File: config.mk
export PLATFORM = sky130hd
export DESIGN_NAME = borrow_serial_sub_flat
export DESIGN_NICKNAME = d
export VERILOG_FILES = /design/src/rtl/borrow_serial_sub_if.sv /design/src/rtl/borrow_serial_sub.sv /design/src/flat_wrapper.sv
export SDC_FILE = /design/constraint.sdc
export NUM_CORES = 1
export LEC_CHECK = 0
export BUFFER_PORTS_ARGS = -buffer_cell sky130_fd_sc_hd__buf_2
export CAP_MARGIN = 5
export CORE_MARGIN = 1.5
export CORE_UTILIZATION = 55
export CTS_CLUSTER_DIAMETER = 150
export DETAILED_ROUTE_END_ITERATION = 10
export GPL_TIMING_DRIVEN = 1
export PLACE_DENSITY_LB_ADDON = 0.1
export SYNTH_ARGS = -nofsm -noshare
export SYNTH_HDL_FRONTEND = slang
export SYNTH_SLANG_ARGS = --single-unit
File: constraint.sdc
create_clock -name clk -period 5.6 [get_ports clk]
set_clock_uncertainty 0.15 [all_clocks]
set_input_delay 0.28 -clock clk [delete_from_list [all_inputs] [get_ports clk]]
set_output_delay 0.28 -clock clk [all_outputs]
set_load 0.03 [all_outputs]
File: src/rtl/borrow_serial_sub_if.sv
// Handshake and operand/result bundle for the serial borrow subtractor.
// The master drives operands and result acceptance; the slave is the subtractor.
interface borrow_serial_sub_if #(
  parameter int WIDTH = 32
) ();
  logic             in_valid;
  logic             in_ready;
  logic [WIDTH-1:0] a;
  logic [WIDTH-1:0] b;
  logic             bin;
  logic             out_valid;
  logic             out_ready;
  logic [WIDTH-1:0] d;
  logic             bout;
  logic             ovf;

  modport master (
    output in_valid, a, b, bin, out_ready,
    input  in_ready, out_valid, d, bout, ovf
  );

  modport slave (
    input  in_valid, a, b, bin, out_ready,
    output in_ready, out_valid, d, bout, ovf
  );
endinterface

File: src/rtl/borrow_serial_sub.sv
// Serial subtractor: d = a - b - bin, one CHUNK-bit slice per clock from the LSB,
// with the borrow rippling between slices through a register.
module borrow_serial_sub #(
  parameter int WIDTH = 32,
  parameter int CHUNK = 8
) (
  input  logic                  clk,
  input  logic                  rst_n,
  borrow_serial_sub_if.slave    bus
);
  localparam int N  = WIDTH / CHUNK;
  localparam int CW = (N > 1) ? $clog2(N) : 1;

  typedef enum logic [1:0] {IDLE, RUN, DONE} state_t;

  state_t           state_q, state_d;
  logic [WIDTH-1:0] a_q, b_q, d_q;
  logic [CW-1:0]    cnt_q;
  logic             borrow_q, bout_q, ovf_q;

  logic [CHUNK-1:0] a_slice, b_slice;
  logic [CHUNK:0]   diff;
  logic             last;
  logic             accept;

  assign a_slice = a_q[int'(cnt_q) * CHUNK +: CHUNK];
  assign b_slice = b_q[int'(cnt_q) * CHUNK +: CHUNK];
  // One extra bit so the MSB of the difference is the outgoing borrow.
  assign diff    = {1'b0, a_slice} - {1'b0, b_slice} - {{CHUNK{1'b0}}, borrow_q};
  assign last    = (cnt_q == CW'(N - 1));
  assign accept  = (state_q == IDLE) && bus.in_valid;

  always_ff @(posedge clk or negedge rst_n) begin
    if (!rst_n) begin
      state_q <= IDLE;
    end else begin
      state_q <= state_d;
    end
  end

  always_comb begin
    state_d = state_q;
    case (state_q)
      IDLE:    if (bus.in_valid)  state_d = RUN;
      RUN:     if (last)          state_d = DONE;
      DONE:    if (bus.out_ready) state_d = IDLE;
      default:                    state_d = IDLE;
    endcase
  end

  always_comb begin
    bus.in_ready  = 1'b0;
    bus.out_valid = 1'b0;
    case (state_q)
      IDLE:    bus.in_ready  = 1'b1;
      DONE:    bus.out_valid = 1'b1;
      default: ;
    endcase
  end

  always_ff @(posedge clk or negedge rst_n) begin
    if (!rst_n) begin
      a_q      <= '0;
      b_q      <= '0;
      d_q      <= '0;
      cnt_q    <= '0;
      borrow_q <= 1'b0;
      bout_q   <= 1'b0;
      ovf_q    <= 1'b0;
    end else if (accept) begin
      a_q      <= bus.a;
      b_q      <= bus.b;
      cnt_q    <= '0;
      borrow_q <= bus.bin;
    end else if (state_q == RUN) begin
      d_q[int'(cnt_q) * CHUNK +: CHUNK] <= diff[CHUNK-1:0];
      borrow_q <= diff[CHUNK];
      if (last) begin
        // Signed overflow only when operand signs differ and the result sign leaves a's.
        bout_q <= diff[CHUNK];
        ovf_q  <= (a_q[WIDTH-1] != b_q[WIDTH-1]) && (diff[CHUNK-1] != a_q[WIDTH-1]);
      end else begin
        cnt_q  <= cnt_q + 1'b1;
      end
    end
  end

  assign bus.d    = d_q;
  assign bus.bout = bout_q;
  assign bus.ovf  = ovf_q;
endmodule

File: src/flat_wrapper.sv
// flat-port wrapper written by rule: the top's interface ports become plain ports
module borrow_serial_sub_flat 
#(
  parameter int WIDTH = 32,
  parameter int CHUNK = 8
)
  (clk, rst_n, bus_in_valid, bus_a, bus_b, bus_bin, bus_out_ready, bus_in_ready, bus_out_valid, bus_d, bus_bout, bus_ovf);
  borrow_serial_sub_if #(.WIDTH(WIDTH)) bus_i ();
  input  logic clk;
  input  logic rst_n;
  input wire logic [$bits(bus_i.in_valid)-1:0] bus_in_valid;
  input wire logic [$bits(bus_i.a)-1:0] bus_a;
  input wire logic [$bits(bus_i.b)-1:0] bus_b;
  input wire logic [$bits(bus_i.bin)-1:0] bus_bin;
  input wire logic [$bits(bus_i.out_ready)-1:0] bus_out_ready;
  output wire logic [$bits(bus_i.in_ready)-1:0] bus_in_ready;
  output wire logic [$bits(bus_i.out_valid)-1:0] bus_out_valid;
  output wire logic [$bits(bus_i.d)-1:0] bus_d;
  output wire logic [$bits(bus_i.bout)-1:0] bus_bout;
  output wire logic [$bits(bus_i.ovf)-1:0] bus_ovf;
  assign bus_i.in_valid = bus_in_valid;
  assign bus_i.a = bus_a;
  assign bus_i.b = bus_b;
  assign bus_i.bin = bus_bin;
  assign bus_i.out_ready = bus_out_ready;
  assign bus_in_ready = bus_i.in_ready;
  assign bus_out_valid = bus_i.out_valid;
  assign bus_d = bus_i.d;
  assign bus_bout = bus_i.bout;
  assign bus_ovf = bus_i.ovf;
  borrow_serial_sub #(.WIDTH(WIDTH), .CHUNK(CHUNK)) u_core (.clk(clk), .rst_n(rst_n), .bus(bus_i));
endmodule
Yosys cells after proc, flatten, opt, wreduce, memory -nomap -nowiden --
Cells that the tools add are included.
Operators by class: eq/ne operators 9, bitwise operators 1, mux-type cells 12, reduce and logical (&&, ||, !) cells 8, shifts and indexed selects 4, add/sub/neg operators 4
Operators by type and width (count):
- indexed part select 32 x 6 -> 8 bit | 2
- negation 5 -> 33 bit | 1
- variable shift 8 x 33 -> 32 bit, first input constant | 1
- indexed part select 8 x 33 -> 32 bit | 1
- bitwise mux 32 bit | 1
- 2-to-1 mux 2 bit | 6
- subtractor 8 x 8 -> 9 bit | 1
- subtractor 9 x 1 -> 9 bit | 1
- inequality test 2 bit, second input constant | 3
- one-hot mux 2 bit (3 select lines) | 1
- AND reduction 3 bit | 2
- equality test 2 bit, second input constant | 2
- 2-to-1 mux 1 bit | 4
- AND reduction 2 bit | 2
- adder 2 x 1 -> 2 bit, second input constant | 1
- equality test 2 x 1 -> 1 bit, second input constant | 1
- logical AND 1 bit | 2
- zero test 2 bit | 1
- inequality test 1 bit | 2
- inequality test 2 x 1 -> 1 bit, second input constant | 1
- nonzero test 2 bit | 1
- inverter 1 bit | 1
Storage, ports and cells: bits in registers 103

Depth between registers and ports, before layout --
depth after elaboration 5, depth in mapped cells 12

Worst setup path before layout --
Ideal clock, no wire load.
path type reg-to-reg, start reg u_core.cnt_q[0], end reg u_core.bout_q (netlist: u_core.bus.bout), required time 5.321 ns, period minus slack after synthesis 3.096 ns, path slack 2.504 ns, stages on the path, launching flop included 12, path buffers 1, arrival 2.817 ns, path through dfrtp_1 -> buf_2 -> mux4_1 -> inv_1 -> fa_1 -> inv_1 -> fa_1 -> a21boi_0 -> o22ai_1 -> o21ai_1 -> xor2_1 -> o21ai_0
On the way: cells in the longest elaborated chain, start to end 3, elaborated cells between the ends (all ways) 6, those cells by class 2 x add/sub; 1 x eq/ne; 2 x shift; 1 x reduce/logical
Ends and longest elaborated chain:
- start: declaration | RTL line borrow_serial_sub.sv:18 | logic [CW-1:0] cnt_q;
- start signal: assignment | RTL line borrow_serial_sub.sv:83 | cnt_q <= cnt_q + 1'b1;
- indexed part select 32 x 6 -> 8 bit, on equally long branches | RTL line borrow_serial_sub.sv:26, borrow_serial_sub.sv:27
- subtractor 8 x 8 -> 9 bit | RTL line borrow_serial_sub.sv:29 | assign diff = {1'b0, a_slice} - {1'b0, b_slice} - {{CHUNK{1'b0}}, borrow_q};
- subtractor 9 x 1 -> 9 bit | RTL line borrow_serial_sub.sv:29
- end signal: assignment | RTL line borrow_serial_sub.sv:80 | bout_q <= diff[CHUNK];
- end: declaration | RTL line borrow_serial_sub.sv:19 | logic borrow_q, bout_q, ovf_q;
Parallel ways exist; a longest one is shown, timed or not. A chain may end at the register's enable or synchronous reset.

Final worst setup path --
start reg u_core.cnt_q[0], end reg u_core.borrow_q
On the way: cells in the longest elaborated chain, start to end 5, elaborated cells between the ends (all ways) 6, those cells by class 2 x add/sub; 2 x shift; 2 x mux
Ends and longest elaborated chain:
- indexed part select 32 x 6 -> 8 bit, on equally long branches | RTL line borrow_serial_sub.sv:26, borrow_serial_sub.sv:27
- subtractor 8 x 8 -> 9 bit * | RTL line borrow_serial_sub.sv:29
- subtractor 9 x 1 -> 9 bit * | RTL line borrow_serial_sub.sv:29
- 2-to-1 mux 1 bit * | RTL line borrow_serial_sub.sv:75 | end else if (state_q == RUN) begin
- 2-to-1 mux 1 bit * | RTL line borrow_serial_sub.sv:70 | end else if (accept) begin
- end signal: assignment | RTL line borrow_serial_sub.sv:74 | borrow_q <= bus.bin;
- end signal: assignment | RTL line borrow_serial_sub.sv:77 | borrow_q <= diff[CHUNK];
- end: declaration | RTL line borrow_serial_sub.sv:19
Mark *: on every way between the ends. The rest lies on a longest branch, timed or not. The select of a mux whose other input is x is not followed.

==> results.yml <==
status:
  status: "finished, final reports clean"
die:
  die_area_mm2: 0.00951
  core_area_mm2: 0.00868
  die_w_um: 97.5
  start_util: 0.566
  die_h_um: 97.5
  ioPinCount: 105
  rows: 34
worst_setup_path:
  critPathRequiredTime_ns: 5.65
  arrival_ns: 3.78
  path_class: "flip-flop to flip-flop"
  path_max_fanout: 15
  crit_path_end_kind: "flip-flop"
  cp-start-kind: "flip-flop"
grt:
  grt_pass1_wl_um: 17500
  grt_max_degree: 62
  gr-total-overflow: 0
  antenna_found_initial: 0
  grt_pass1_vias: 3604
  grt_util_all_layers: 0.232
cts:
  cts.sinks: 103
  clk_path_buf_depth: 2
  cts_max_level: 3
  tritoncts.num_buffers: 9
  cts_root_buffer: "clkbuf_8"
  cts_tree: "done"
  postCtsSetupBuffers: 0
  clock_latency_ns: 0.36
  cts.clk_slew.worst_paths_ns: 0.10
finish:
  syn_to_final_growth_pct: 27.0
  fin_cells: 626
  antennaDiodeCount: 0
  fin_nets: 602
  drive_above_1_share: 0.411
  fill_cells: 629
synth:
  synth_edf_count: 0
  synthAdderAreaFrac: 0.0540
  synthMuxAreaShare: 0.224
  synth-compound-area-share: 0.0888
  async_flop_share: 1.00
  synth_area_per_cell_um2: 13.9
  synth_cells: 354
  synth-seq-cells: 103
  ys_types: 50
  synth_top_family_by_area: "multiplexers"
  ys_seq_area_frac: 0.524
  synth_area_mm2: 0.00491
  synth_xor_area_frac: 0.0155
  yosys_most_used_dff: "dfrtp_1"
  synth_warnings: 0
  synth-simple-area-share: 0.0552
  synth.net_count: 443
detailed_routing:
  drt_first_pass_iters: 4
  drc_errors: 0
  routed-via-count: 3383
  drtIter0Drc: 102
  drt-total-wl_um: 10400
  drtAntennaViolNets: 0
  via_per_inst: 5.40
  avgRoutedWirePerCell_um: 16.5
timing:
  worstMarginPinSlew_ns: 0.773
  slew_headroom: 0.485
  finalWorstSetupSlack_ns: 1.87
  fin_crit_ns: 3.73
  final_hold_viol_count: 0
  setup_viol_count_final: 0
  max_clock_freq_mhz: 268
  finalSetupTns_ns: 0
  rsz0062_at_grt: "false"
  finalMaxSlewViolations: 0
  hold_ws_ns: 0.0122
  finalCritPeriodShare: 0.665
min_path:
  worstHoldPathType: "input pin to flip-flop"
job:
  maxCapViolCount: 0
placed_design:
  place.gp.congestion: 0.822
  pre_cts_ws_ns: 1.87
  placedCellCount: 557
  portBuffers: 104
  dp_hpwl_um: 7050
[worst max-delay path: stages, from the launching register on]
cell and delay (ns):
dfrtp_1 0.83, buf_4 0.37, mux4_1 0.58, inv_1 0.09
fa_1 0.19, inv_1 0.06, fa_1 0.41, a21boi_0 0.26
o22ai_1 0.17, o21ai_1 0.17, xor2_1 0.19, a21oi_1 0.08
[synth_stat cells, types with 2 or more instances]
master	count	area share
a21oi_1	3	0.0031
a22o_1	27	0.048
buf_2	4	0.0041
buf_4	7	0.011
dfrtp_1	103	0.52
fa_1	2	0.0081
ha_1	18	0.046
inv_1	26	0.020
mux2_2	65	0.15
mux2i_1	2	0.0041
mux4_1	3	0.016
mux4_2	12	0.055
nand2_1	19	0.015
nand2_2	2	0.0025
nand2b_1	3	0.0038
nor2_1	8	0.0061
nor2b_1	2	0.0025
o21a_1	2	0.0031
o21ai_0	9	0.0092
o21ai_1	3	0.0031
or3_1	2	0.0025
xnor2_1	3	0.0053
xor2_1	2	0.0036
[flip-flops by register name, summed over array words and instances, names as in the netlist]
name and flops:
u_core.a_q 32, u_core.b_q 32, u_core.bus.d 32, u_core.cnt_q 2, u_core.state_q 2, u_core.borrow_q 1
u_core.bus.bout 1, u_core.bus.ovf 1
[path summary, 6_finish.rpt]
check / end / slack, ns / depth (start not counted) / from
max: u_core.borrow_q / 1.87 / 11 / u_core.cnt_q[0]
min: u_core.a_q[15] / 0.01 / 2 / bus_a[15]
max reg2reg: u_core.borrow_q / 1.87 / 11 / u_core.cnt_q[0]
min reg2reg: u_core.bus.d[9] / 0.33 / 2 / u_core.bus.d[9]
max in group asynchronous: u_core.a_q[21] / 3.84 / 3 / rst_n
min in group asynchronous: u_core.bus.d[23] / 0.30 / 2 / rst_n
[timing repair]
item                                   CTS  global route
endpoints found under the hold margin   90             4
gates resized for setup                  0             0
hold buffers                            49             4
[cell usage in the layout, fill, tap and decap left out, types with 3 or more instances in the layout]
cell,netlist,final
mux2_2,65,65
nand2b_1,3,3
nor2_1,8,8
a22o_1,27,27
dfrtp_1,103,103
dlygate4sd3_1,0,53
ha_1,18,18
buf_4,7,5
a21oi_1,3,3
mux4_1,3,3
o21ai_1,3,3
o21ai_0,9,9
nand2_1,19,19
mux4_2,12,12
clkbuf_8,0,9
xnor2_1,3,3
inv_1,26,26
buf_2,4,103
[kinds of logic after synthesis]
group / after synthesis
AO/OA/AOI/OAI: 55
XOR/XNOR: 7
adder cells (fa/ha/maj): 20
buffers and inverters: 39
flip-flops: 103
multiplexers: 82
AND/OR/NAND/NOR: 48
[per-layer routing]
layer	wire, um	part of all wire	vias up	global-route usage
li1	-	-	1601	-
met1	4520	0.44	1684	0.299
met2	5340	0.52	83	0.404
met3	350	0.034	15	0.0302
met4	142	0.014	0	0.0780
met5	0	0	-	0
[cell type report]
cell class,count,area (um2),share of cell area
Sequential cell,103,2580,0.413
Inverter,26,97.6,0.0156
Clock buffer,10,128,0.0204
Clock inverter,6,67.6,0.0108
Tap cell,108,135,0.0217
Timing Repair Buffer,161,1080,0.174
Multi-Input combinational cell,212,2150,0.345
[through the flow]
stage                      util  area [um2]
after floorplan               -        4910
after global placement    0.636        5520
after detailed placement  0.636        5520
after CTS                 0.715        6200
after global routing      0.719        6240
final                     0.719        6240
Power is left out: the tool's default activity adds up to more than one toggle a clock period on the data nets, which glitch-free logic cannot reach.
